File: config.mk
export PLATFORM = sky130hd
export DESIGN_NAME = gf_inv_iter
export DESIGN_NICKNAME = d
export VERILOG_FILES = /design/src/rtl/gf_inv_iter.sv
export SDC_FILE = /design/constraint.sdc
export NUM_CORES = 1
export LEC_CHECK = 0
export CAP_MARGIN = 30
export CORE_ASPECT_RATIO = 0.75
export CORE_MARGIN = 3
export CORE_UTILIZATION = 59
export DETAILED_ROUTE_END_ITERATION = 10
export PLACE_DENSITY = 0.82
export SLEW_MARGIN = 25
export SYNTH_ARGS = -nofsm -noshare
export SYNTH_HDL_FRONTEND = slang
export SYNTH_SLANG_ARGS = --single-unit
File: constraint.sdc
create_clock -name clk -period 3.77 [get_ports clk]
set_input_delay 0.754 -clock clk [delete_from_list [all_inputs] [get_ports clk]]
set_output_delay 0.754 -clock clk [all_outputs]
set_load 0.03 [all_outputs]
File: src/rtl/gf_inv_iter.sv
// Iterative GF(2^W) multiplicative inverter: computes a^(2^W-2) by W-1 rounds of
// square-and-multiply, with valid/ready handshakes, tag passthrough and a zero flag.
module gf_inv_iter #(
    parameter int         W     = 8,
    parameter logic [W:0] POLY  = 9'h11B,
    parameter int         TAG_W = 4
) (
    input  logic             clk,
    input  logic             rst,
    input  logic             in_valid,
    output logic             in_ready,
    input  logic [W-1:0]     in_data,
    input  logic [TAG_W-1:0] in_tag,
    output logic             out_valid,
    input  logic             out_ready,
    output logic [W-1:0]     out_data,
    output logic [TAG_W-1:0] out_tag,
    output logic             out_zero,
    output logic             busy
);

    localparam int              CW       = $clog2(W);
    localparam logic [CW-1:0]   CNT_LAST = CW'(W - 2);
    localparam logic [W-1:0]    RED      = POLY[W-1:0];

    localparam logic [1:0] ST_IDLE = 2'd0;
    localparam logic [1:0] ST_CALC = 2'd1;
    localparam logic [1:0] ST_DONE = 2'd2;

    logic [1:0]       state_reg, state_next;
    logic [W-1:0]     sq_reg, sq_next;
    logic [W-1:0]     res_reg, res_next;
    logic [TAG_W-1:0] tag_reg, tag_next;
    logic             zf_reg, zf_next;
    logic [CW-1:0]    cnt_reg, cnt_next;

    // Multiply by x with reduction; shared by the squarer and the product network.
    function automatic logic [W-1:0] xtime(input logic [W-1:0] v);
        return {v[W-2:0], 1'b0} ^ (v[W-1] ? RED : '0);
    endfunction

    function automatic logic [W-1:0] gf_mul(input logic [W-1:0] x, input logic [W-1:0] y);
        logic [W-1:0] acc;
        logic [W-1:0] sh;
        acc = '0;
        sh  = x;
        for (int i = 0; i < W; i++) begin
            if (y[i])
                acc = acc ^ sh;
            sh = xtime(sh);
        end
        return acc;
    endfunction

    logic [W-1:0] sq2;
    logic [W-1:0] prod;
    logic [W-1:0] xt  [W];
    logic [W-1:0] acc [W];

    assign sq2 = gf_mul(sq_reg, sq_reg);

    // res * sq^2: shifted multiplicands of sq^2 gated by the bits of res.
    assign xt[0]  = sq2;
    assign acc[0] = res_reg[0] ? sq2 : '0;
    generate
        for (genvar gi = 1; gi < W; gi++) begin : g_prod
            assign xt[gi]  = xtime(xt[gi-1]);
            assign acc[gi] = acc[gi-1] ^ (res_reg[gi] ? xt[gi] : '0);
        end
    endgenerate
    assign prod = acc[W-1];

    always_comb begin
        state_next = state_reg;
        sq_next    = sq_reg;
        res_next   = res_reg;
        tag_next   = tag_reg;
        zf_next    = zf_reg;
        cnt_next   = cnt_reg;
        case (state_reg)
            ST_IDLE: begin
                if (in_valid) begin
                    sq_next    = in_data;
                    res_next   = W'(1);
                    tag_next   = in_tag;
                    zf_next    = (in_data == '0);
                    cnt_next   = '0;
                    state_next = ST_CALC;
                end
            end
            ST_CALC: begin
                sq_next  = sq2;
                res_next = prod;
                if (cnt_reg == CNT_LAST)
                    state_next = ST_DONE;
                else
                    cnt_next = cnt_reg + 1'b1;
            end
            ST_DONE: begin
                if (out_ready)
                    state_next = ST_IDLE;
            end
            default: state_next = ST_IDLE;
        endcase
    end

    always_ff @(posedge clk or posedge rst) begin
        if (rst) begin
            state_reg <= ST_IDLE;
            sq_reg    <= '0;
            res_reg   <= '0;
            tag_reg   <= '0;
            zf_reg    <= 1'b0;
            cnt_reg   <= '0;
        end else begin
            state_reg <= state_next;
            sq_reg    <= sq_next;
            res_reg   <= res_next;
            tag_reg   <= tag_next;
            zf_reg    <= zf_next;
            cnt_reg   <= cnt_next;
        end
    end

    // Handshake outputs decode the state directly so reset clears them without a clock.
    assign in_ready  = (state_reg == ST_IDLE);
    assign out_valid = (state_reg == ST_DONE);
    assign busy      = (state_reg != ST_IDLE);
    assign out_data  = res_reg;
    assign out_tag   = tag_reg;
    assign out_zero  = zf_reg;

endmodule

==> reports/results.ini <==
[grt]
grt_pass1_vias=2726
grt_max_degree=22
grt_pass1_wl_um=13300
antenna_found_initial=0
grt_usage_pct=25.7
grt_overflow_total=0

[synth]
synth_ff_type=dfrtp_1
synthCells=371
avgSynthCellArea_um2=8.57
async_flop_share_pct=100
synth_edf_count=0
ys_top_cells_by_area=dfrtp_1 (20%), xnor2_1 (17%), nand2_1 (7.2%)
yosysTopAreaCellShare_pct=20.5
ys_types=46
syn-cell-area_um2=3180
ys_seq_area_share_pct=20.5
synth_largest_area_cell=dfrtp_1
ys_ff_latch=26
ys_warn_count=0
synth_common_cells=nand2_1 (61), xnor2_1 (61), dfrtp_1 (26), a21oi_1 (23), xor2_1 (19)
syn_nets=390

[job]
cap_violations=0

[sta]
rsz0062_at_grt=false
hold_viol=0
fmax_ghz=0.283
min_period_ns=3.53
worst_pin_slew_ns=0.741
tns_ns=0
final-setup-viol-count=0
finalCritPeriodShare_pct=93.7
max_slew_margin_pct=50.4
skew_ns=0.00750
maxSlewViolCount=0

[final_layout]
fin_nets=413
antenna_cells=0
drive_gt1_share_pct=10.7
syn2layout_area_growth_pct=13.6

[cts]
cts_setup_buffers=0
cts_tree=yes
cts-buffers-inserted=3
clock_path_buffers=2
cts-root-buf=clkbuf_8
clk_latency_ns=0.27
path_clk_slew_ns=0.09
cts-htree-levels=1
cts.sinks=26

[drt]
routed_wl_um=7930
viasPerCell=5.83
wl_met1_um=3610
top_layer=met4
final_antenna_net_count=0
wl_met2_um=3670
drt_iter0_drc=301
drc_errors=0
met3_length_um=568
vias=2705
wl_per_cell_um=17.1
first_pass_iters=4

[worst_setup_path]
slowest_stage=xnor3_2
critPathBufInv=0
path_cells=ha_1 -> nor2b_1 -> xnor2_1 -> o21ai_1 -> xnor2_2 -> xnor3_2 -> xor2_2 -> nand2_1 -> xnor3_1 -> xnor2_1 -> o21ai_1 -> a22o_1
worstPathMaxFanout=9
slowest_delay_ns=0.56
end_kind=flop
crit_arrival_ns=3.70
crit_required_ns=3.94
startpoint_type=flop
critical_path_class=flop to flop
path_delay_family=XOR/XNOR gates

[hold_path]
hold_class=flop to flop

[die]
die-width_um=90.8
start_util_pct=63.1
fp-row-count=22
core_um2=5040
pin_count=32
die_area_um2=6320
fp.dieH_um=69.6

[place]
io_buffer_count=31
gp_congestion=0.921
hpwlAfterDp_um=5980

[outcome]
status=finished, final reports clean

metal layers:
layer	vias to the layer above	GRT usage, %
li1	1291	-
met4	0	5.69
met5	-	0
met2	111	42.2
met1	1293	36.6
met3	10	2.93
path summary, 6_finish.rpt:
path                                start     endpoint  slack (ns)  depth (start not counted)
max in group asynchronous             rst   out_tag[2]        2.45                          3
min in group asynchronous             rst  out_data[3]        0.84                          2
worst max-delay path            sq_reg[0]  out_data[7]        0.24                         12
worst min-delay path             out_zero     out_zero        0.51                          2
worst min register to register   out_zero     out_zero        0.51                          2
worst max register to register  sq_reg[0]  out_data[7]        0.24                         12
cells by family (layout without fill, tap and decap cells):
logic type | after synthesis | after routing | synth area share (%)
simple gates | 116 | 116 | 17.4
buf+inv | 36 | 57 | 5.23
flops | 26 | 26 | 20.5
fa+ha+maj | 3 | 3 | 1.18
compound gates | 62 | 62 | 12.1
mux | 27 | 27 | 8.93
xor+xnor | 101 | 101 | 34.7
cell type report:
class / count / area (um2)
Multi-Input combinational cell: 309 / 2360
Fill cell: 379 / 1430
Sequential cell: 26 / 651
Timing Repair Buffer: 44 / 428
Tap cell: 72 / 90.1
Clock buffer: 3 / 41.3
Inverter: 10 / 37.5
cell usage in the layout, fill, tap and decap left out, types with 2 or more instances in the layout:
cell / n
clkbuf_8: 3
a211oi_1: 2
nor2_1: 18
o22a_1: 4
o211ai_1: 2
o2bb2ai_1: 2
ha_1: 3
clkdlybuf4s50_1: 31
mux2_2: 7
o21ai_0: 6
xnor2_1: 61
mux2i_1: 16
a21oi_1: 23
o22ai_1: 5
xor2_1: 19
a22o_1: 2
xor3_1: 2
dfrtp_1: 26
nor3_1: 2
nor2b_1: 6
buf_4: 12
nand3_1: 2
nand2b_1: 7
nor3b_1: 6
inv_1: 10
xnor3_1: 3
a22oi_1: 6
nand2_1: 61
nand3b_1: 3
xnor2_2: 10
and3b_1: 5
nand4b_1: 2
mux2_1: 4
nor4_1: 2
xor2_2: 3
o21ai_1: 6
worst reg2reg max path, cell delays in order, from the launching register on:
cell	delay [ns]
dfrtp_1	0.48
ha_1	0.41
nor2b_1	0.17
xnor2_1	0.13
o21ai_1	0.11
xnor2_2	0.33
xnor3_2	0.56
xor2_2	0.20
nand2_1	0.09
xnor3_1	0.41
xnor2_1	0.23
o21ai_1	0.09
a22o_1	0.21
through the flow:
stage	std cells	util (%)	cell area, um2	setup WS [ns]	hold slack (ns)
global route	464	71.7	3610	0.0190	0.538
global placement	460	70.3	3540	0.365	0.478
CTS	464	71.7	3610	0.267	0.511
finish	464	71.7	3610	0.239	0.510
detailed placement	461	70.9	3570	0.279	0.482
floorplan	371	-	3180	0.490	0.499
what timing repair did:
| item | CTS | global route |
|---|---|---|
| resized for setup | 0 | 1 |
| endpoints found under the setup margin | 0 | 1 |
| hold buffers | 0 | 0 |
Power is not shown: default switching activity piles up to over one toggle a cycle in this logic, so the estimate is an artifact.
